[config.mk]
export PLATFORM = sky130hd
export DESIGN_NAME = instr_executor_flat
export DESIGN_NICKNAME = d
export VERILOG_FILES = /design/src/rtl/instr_register_pkg.sv /design/src/rtl/instr_executor_if.sv /design/src/rtl/instr_executor_divider.sv /design/src/rtl/instr_executor.sv /design/src/flat_wrapper.sv
export SDC_FILE = /design/constraint.sdc
export NUM_CORES = 2
export LEC_CHECK = 0
export CAP_MARGIN = 20
export CORE_ASPECT_RATIO = 1.2
export CORE_UTILIZATION = 45
export CTS_CLUSTER_SIZE = 14
export DETAILED_ROUTE_END_ITERATION = 16
export GPL_TIMING_DRIVEN = 0
export HOLD_SLACK_MARGIN = 0.1
export PLACE_DENSITY = 0.72
export SLEW_MARGIN = 20
export SYNTH_ARGS = -nofsm -noshare
export SYNTH_HDL_FRONTEND = slang
export SYNTH_SLANG_ARGS = --single-unit
[constraint.sdc]
create_clock -name clk -period 14.9 [get_ports clk]
set_clock_uncertainty 0.1 [all_clocks]
set_input_delay 2.235 -clock clk [delete_from_list [all_inputs] [get_ports clk]]
set_output_delay 2.235 -clock clk [all_outputs]
set_load 0.02 [all_outputs]
[src/rtl/instr_register_pkg.sv]
// instr_register_pkg: shared operand, instruction and executor state types plus the single-cycle ALU
package instr_register_pkg;
  typedef logic signed [31:0] operand_t;
  typedef logic signed [63:0] result_t;
  typedef logic [4:0] address_t;
  typedef enum logic [2:0] {ZERO, PASSA, PASSB, ADD, SUB, MULT, DIV, MOD} opcode_t;
  typedef struct packed {
    opcode_t  opc;
    operand_t op_a;
    operand_t op_b;
  } instruction_t;
  typedef enum logic [2:0] {IDLE, FETCH, CAPTURE, EXEC, DIVIDE, OUTPUT, DONE} exec_state_t;
  function automatic logic is_div(opcode_t o);
    return o == DIV || o == MOD;
  endfunction
  function automatic result_t alu(instruction_t i);
    result_t a, b;
    a = result_t'(i.op_a);
    b = result_t'(i.op_b);
    case (i.opc)
      PASSA:   return a;
      PASSB:   return b;
      ADD:     return a + b;
      SUB:     return a - b;
      MULT:    return a * b;
      default: return '0;
    endcase
  endfunction
endpackage

[src/rtl/instr_executor_if.sv]
// tb_ifc: burst command, instruction-register read port and result handshake
interface tb_ifc #(parameter int COUNT_W = 6);
  import instr_register_pkg::*;
  logic               start;
  address_t           first_addr;
  logic [COUNT_W-1:0] count;
  address_t           read_pointer;
  instruction_t       instruction_word;
  logic               res_valid;
  logic               res_ready;
  result_t            result;
  address_t           res_addr;
  logic               div_err;
  logic               busy;
  logic               done;
  modport master(input start, first_addr, count, instruction_word, res_ready,
                 output read_pointer, res_valid, result, res_addr, div_err, busy, done);
  modport slave(output start, first_addr, count, instruction_word, res_ready,
                input read_pointer, res_valid, result, res_addr, div_err, busy, done);
endinterface

[src/rtl/instr_executor_divider.sv]
// seq_divider: 32-step restoring signed divider, quotient truncates toward zero
module seq_divider
  import instr_register_pkg::*;
(
  input  logic     clk,
  input  logic     reset,
  input  logic     start,
  input  operand_t a,
  input  operand_t b,
  output result_t  quotient,
  output result_t  remainder,
  output logic     done
);
  logic [31:0] r_q, r_rem, r_b;
  logic [5:0]  r_cnt;
  logic        r_qneg, r_rneg;
  logic [32:0] w_shift;
  logic [31:0] w_diff;
  logic        w_ge;
  logic [63:0] w_qmag, w_rmag;
  assign w_shift = {r_rem, r_q[31]};
  assign w_ge = w_shift >= {1'b0, r_b};
  assign w_diff = w_shift[31:0] - r_b;
  assign w_qmag = {32'b0, r_q};
  assign w_rmag = {32'b0, r_rem};
  assign quotient = r_qneg ? -$signed(w_qmag) : $signed(w_qmag);
  assign remainder = r_rneg ? -$signed(w_rmag) : $signed(w_rmag);
  // high while the final iteration is being performed, so results are settled next cycle
  assign done = r_cnt == 6'd1;
  always_ff @(posedge clk) begin
    if (reset) begin
      r_q    <= '0;
      r_rem  <= '0;
      r_b    <= '0;
      r_cnt  <= '0;
      r_qneg <= 1'b0;
      r_rneg <= 1'b0;
    end else if (start) begin
      r_q    <= a[31] ? 32'(-a) : 32'(a);
      r_b    <= b[31] ? 32'(-b) : 32'(b);
      r_rem  <= '0;
      r_cnt  <= 6'd32;
      r_qneg <= a[31] ^ b[31];
      r_rneg <= a[31];
    end else if (r_cnt != 0) begin
      r_rem <= w_ge ? w_diff : w_shift[31:0];
      r_q   <= {r_q[30:0], w_ge};
      r_cnt <= r_cnt - 6'd1;
    end
  end
endmodule

[src/rtl/instr_executor.sv]
// instr_executor: walks instruction-register entries, executes each and hands results out on valid/ready
module instr_executor
  import instr_register_pkg::*;
#(parameter int COUNT_W = 6)
(
  input logic clk,
  input logic reset,
  tb_ifc.master bus
);
  exec_state_t        r_state, w_next;
  address_t           r_ptr;
  logic [COUNT_W-1:0] r_remaining;
  instruction_t       r_instr;
  result_t            r_result;
  logic               r_div_err, r_use_div;
  logic               w_div_start, w_div_done, w_is_div, w_b_zero;
  result_t            w_quo, w_rem;
  assign w_is_div = is_div(r_instr.opc);
  assign w_b_zero = r_instr.op_b == 0;
  seq_divider u_div (
    .clk(clk), .reset(reset), .start(w_div_start), .a(r_instr.op_a), .b(r_instr.op_b),
    .quotient(w_quo), .remainder(w_rem), .done(w_div_done)
  );
  always_comb begin
    w_next = r_state;
    w_div_start = 1'b0;
    case (r_state)
      IDLE:    if (bus.start) w_next = bus.count == 0 ? DONE : FETCH;
      FETCH:   w_next = CAPTURE;
      CAPTURE: w_next = EXEC;
      EXEC: begin
        w_div_start = w_is_div && !w_b_zero;
        w_next = w_div_start ? DIVIDE : OUTPUT;
      end
      DIVIDE:  if (w_div_done) w_next = OUTPUT;
      OUTPUT:  if (bus.res_ready) w_next = r_remaining == 1 ? DONE : FETCH;
      default: w_next = IDLE;
    endcase
  end
  always_ff @(posedge clk) begin
    if (reset) begin
      r_state     <= IDLE;
      r_ptr       <= '0;
      r_remaining <= '0;
      r_instr     <= '0;
      r_result    <= '0;
      r_div_err   <= 1'b0;
      r_use_div   <= 1'b0;
    end else begin
      r_state <= w_next;
      if (r_state == IDLE && bus.start) begin
        r_ptr       <= bus.first_addr;
        r_remaining <= bus.count;
      end
      if (r_state == CAPTURE) r_instr <= bus.instruction_word;
      if (r_state == EXEC) begin
        r_result  <= alu(r_instr);
        r_div_err <= w_is_div && w_b_zero;
        r_use_div <= w_is_div && !w_b_zero;
      end
      if (r_state == OUTPUT && bus.res_ready) begin
        r_ptr       <= r_ptr + 5'd1;
        r_remaining <= r_remaining - 1'b1;
      end
    end
  end
  // the divider holds its outputs once finished, so divide results are read straight from it
  assign bus.result = r_use_div ? (r_instr.opc == MOD ? w_rem : w_quo) : r_result;
  assign bus.read_pointer = r_state == FETCH ? r_ptr : '0;
  assign bus.res_valid = r_state == OUTPUT;
  assign bus.res_addr = r_ptr;
  assign bus.div_err = r_div_err;
  assign bus.busy = r_state != IDLE;
  assign bus.done = r_state == DONE;
endmodule
[src/flat_wrapper.sv]
// flat-port wrapper written by rule: the top's interface ports become plain ports
module instr_executor_flat import instr_register_pkg::*;
#(parameter int COUNT_W = 6)
  (clk, reset, bus_start, bus_first_addr, bus_count, bus_instruction_word, bus_res_ready, bus_read_pointer, bus_res_valid, bus_result, bus_res_addr, bus_div_err, bus_busy, bus_done);
  tb_ifc #(.COUNT_W(COUNT_W)) bus_i ();
  input logic clk;
  input logic reset;
  input wire logic [$bits(bus_i.start)-1:0] bus_start;
  input wire logic [$bits(bus_i.first_addr)-1:0] bus_first_addr;
  input wire logic [$bits(bus_i.count)-1:0] bus_count;
  input wire logic [$bits(bus_i.instruction_word)-1:0] bus_instruction_word;
  input wire logic [$bits(bus_i.res_ready)-1:0] bus_res_ready;
  output wire logic [$bits(bus_i.read_pointer)-1:0] bus_read_pointer;
  output wire logic [$bits(bus_i.res_valid)-1:0] bus_res_valid;
  output wire logic [$bits(bus_i.result)-1:0] bus_result;
  output wire logic [$bits(bus_i.res_addr)-1:0] bus_res_addr;
  output wire logic [$bits(bus_i.div_err)-1:0] bus_div_err;
  output wire logic [$bits(bus_i.busy)-1:0] bus_busy;
  output wire logic [$bits(bus_i.done)-1:0] bus_done;
  assign bus_i.start = bus_start;
  assign bus_i.first_addr = bus_first_addr;
  assign bus_i.count = bus_count;
  assign bus_i.instruction_word = bus_instruction_word;
  assign bus_i.res_ready = bus_res_ready;
  assign bus_read_pointer = bus_i.read_pointer;
  assign bus_res_valid = bus_i.res_valid;
  assign bus_result = bus_i.result;
  assign bus_res_addr = bus_i.res_addr;
  assign bus_div_err = bus_i.div_err;
  assign bus_busy = bus_i.busy;
  assign bus_done = bus_i.done;
  instr_executor #(.COUNT_W(COUNT_W)) u_core (.clk(clk), .reset(reset), .bus(bus_i));
endmodule
==> metrics.csv <==
metric,value,unit
outcome,completed,
reg2regPathDepth,29,
syn_avg_cell_area,8.342,um2
endpoint_kind,flip-flop,
clk_pin_slew,0.06,ns
swShare,54.73,%
critPathRequiredTime,15.24,ns
gp_congestion,1.036,
io_pins,160,
pre_cts_ws,3.392,ns
ys_seq_area_share,9.067,%
grt_usage,41.54,%
critPathLaunch,u_core.r_instr[7]$_SDFFE_PP0P_,
synth_edf_count,0,
hpwl,213000,um
power_frac_seq,18.4,%
hp-class,flip-flop to flip-flop,
reg2reg_from,u_core.r_instr[7]$_SDFFE_PP0P_,
nets,8298,
core_region_area,0.1217,mm2
initial_core_util,45.52,%
setup_viol_count_final,0,
yosys_warnings,0,
p_clk_share,17.4,%
max_freq,87.11,MHz
dp_cells,8438,
whs_path_depth,2,
p_comb_share,64.3,%
root_buffer,clkbuf_16,
setup_ws,3.420,ns
period_minus_slack,11.48,ns
slew_headroom,11.01,%
worst_pin_slew,1.335,ns
cts_sinks,251,
cap_violations,0,
drive_gt1_share,2.114,%
grt_max_degree,25,
switching_power,2.559,mW
r2r_end,u_core.r_result[54]$_SDFFE_PP0P_,
dr.pass1.iters,7,
hold_start,u_core.u_div.r_b[31]$_SDFFE_PP0P_,
syn_to_final_growth,8.706,%
grt_overflow,0,
path_class,flip-flop to flip-flop,
power_leakage,27.74,nW
cts_max_level,1,
critPathMaxStageDelay,0.96,ns
crit_arrival,11.82,ns
port_buffers,159,
drv_slew,0,
dieArea,0.1246,mm2
yosys.area.top_type_share,39.20,%
power_density,77.60,mW/mm2
synth-main-ff-cell,dfxtp_1,
antenna_found_initial,19,
async_reset_ff_share,0,%
worstSkewPairLatency,0.63,ns
cp_max_fo,10,
peakVddDrop,0.0001110,V
grt_pass1_vias,52020,
drc,0,
ys_ff_latch,251,
synth_top_cell_by_area,fa_1,
yosysUniqueCellTypes,81,
cts_buffer_depth,3,
rrSetupSlack,3.42,ns
cp_slowest_cell,fa_1,
fin_crit_sh,77.04,%
drt_iter0_drc,5537,
cts_setup_buffers,0,
fin_util,49.48,%
grt_pass1_wl,366600,um
antenna_left,0,
syn_area,0.05542,mm2
vias_per_cell,5.982,
postCtsHoldBufs,0,
holdPathEnd,u_core.u_div.r_b[31]$_SDFFE_PP0P_,
stdcell_count,8506,
cts_tree,built,
vias,50890,
synth_area_leaders,"fa_1 (39%), dfxtp_1 (9.1%), inv_1 (7.7%)",
rsz0062_at_grt,no,
setup_tns,0,ns
placementRows,140,
cp-start-kind,flip-flop,
cts_resized,0,
synthCells,6643,
numCtsBuffers,31,
p_int,2.116,mW
wl_per_cell,30.30,um
wl,257700,um
die_y,386.4,um
syn-num-nets,8102,
hold_violations,0,
die_w,322.4,um
-- synth_stat cells, types with 9 or more instances --
cell and count:
inv_1 1137, fa_1 1085, nand2_1 919, and2_1 459, clkbuf_1 400, a21oi_1 372
nor2_1 334, ha_1 292, dfxtp_1 251, o21ai_0 242, xnor2_1 158, a211oi_1 73
nor3_1 69, o211ai_1 65, xor2_1 57, o31ai_1 48, nand3_1 44, a21o_1 42
buf_1 40, nand2b_1 39, nand4_1 33, nor2b_1 31, mux2i_1 29, nor4_1 25
or3_1 25, o21a_1 24, a221oi_1 22, a22oi_1 22, a31oi_1 22, o21bai_1 21
or4_1 21, o41ai_1 20, a222oi_1 16, and3_1 15, o221ai_1 12, o22ai_1 12
or2_2 12, a22o_1 10, mux2_2 10, o21ai_2 10, a2111oi_0 9, a221o_1 9
-- per-layer routing --
layer	vias up	global-route usage [%]	routed length, um
met3	968	8.370	24900
met1	25590	48.92	90560
li1	21240	-	-
met2	3077	64.50	115100
met5	-	0	64
met4	10	35.89	27160
-- final cells by class --
type,instances,area [um2]
Buffer,446,1738
Fill cell,12080,61500
Clock buffer,37,818.3
Inverter,1140,4279
Multi-Input combinational cell,4806,44440
Antenna cell,13,32.53
Timing Repair Buffer,163,1645
Tap cell,1633,2043
Sequential cell,251,5025
Clock inverter,17,216.5
-- critical path: cells and delay by family, from the launching register on --
family	cells	cell delay, ns
fa+ha+maj	9	4.85
compound gates	3	0.59
flops	1	0.48
buf+inv	11	3.16
simple gates	5	1.79
xor+xnor	1	0.30
-- cells in the final DEF, fill, tap and decap left out, types with 24 or more instances in the layout --
cell type / count
nand4_1: 33
buf_1: 32
and2_1: 459
nor3_1: 69
o21ai_0: 242
clkbuf_1: 377
xor2_1: 57
o21a_1: 24
a211oi_1: 72
a21oi_1: 372
clkbuf_16: 31
inv_1: 1137
a21o_1: 42
clkbuf_2: 30
nand3_1: 44
nor2_1: 334
nand2b_1: 39
or3_1: 25
o211ai_1: 65
ha_1: 292
nor2b_1: 31
clkdlybuf4s50_1: 159
mux2i_1: 29
fa_1: 1084
xnor2_1: 158
o31ai_1: 48
nor4_1: 25
nand2_1: 919
dfxtp_1: 251
-- through the flow --
| step | power (mW) | area (um2) | hold slack, ns |
|---|---|---|---|
| after floorplan | 2.636 | 55420 | 0.3250 |
| after global placement | 3.720 | 59050 | 0.3399 |
| after detailed placement | 3.738 | 59160 | 0.3466 |
| final | 4.675 | 60240 | 0.3549 |
| after global routing | 4.852 | 60210 | 0.3761 |
| after CTS | 4.551 | 60190 | 0.3555 |
-- logic make-up after synthesis --
logic type / share of synthesized area (%)
adder cells (fa/ha/maj): 45.79
multiplexers: 0.7270
AND/OR/NAND/NOR: 17.45
flip-flops: 9.067
AO/OA/AOI/OAI: 12.79
XOR/XNOR: 3.398
buffers and inverters: 10.78
-- power by group through the flow --
stage / Clock (mW) / Sequential [mW] / Combinational (mW)
final: 0.812 / 0.858 / 3.01
after global routing: 0.834 / 0.866 / 3.15
after CTS: 0.807 / 0.852 / 2.89
after detailed placement: 0 / 0.866 / 2.87
after global placement: 0 / 0.864 / 2.86
after floorplan: 0 / 0.829 / 1.81
-- how the worst max path moves through the flow --
stage,to,cells after the start
6_report,u_core.r_result[54]$_SDFFE_PP0P_,29
5_1_grt,u_core.r_result[54]$_SDFFE_PP0P_,29
4_1_cts,u_core.r_result[54]$_SDFFE_PP0P_,28
3_5_place_dp,u_core.r_result[54]$_SDFFE_PP0P_,28
3_3_place_gp,u_core.r_result[54]$_SDFFE_PP0P_,28
2_1_floorplan,u_core.r_result[54]$_SDFFE_PP0P_,30
-- registers in the layout, indices dropped and copies added, names as in the netlist --
register	count
u_core.u_div.r_q	32
u_core.u_div.r_rem	32
u_core.r_remaining	6
u_core.bus.div_err	1
u_core.u_div.r_rneg	1
u_core.r_instr	67
u_core.u_div.r_qneg	1
u_core.r_state	3
u_core.bus.res_addr	5
u_core.u_div.r_b	32
u_core.r_use_div	1
u_core.u_div.r_cnt	6
u_core.r_result	64
Power figures use the tool's default switching activity.
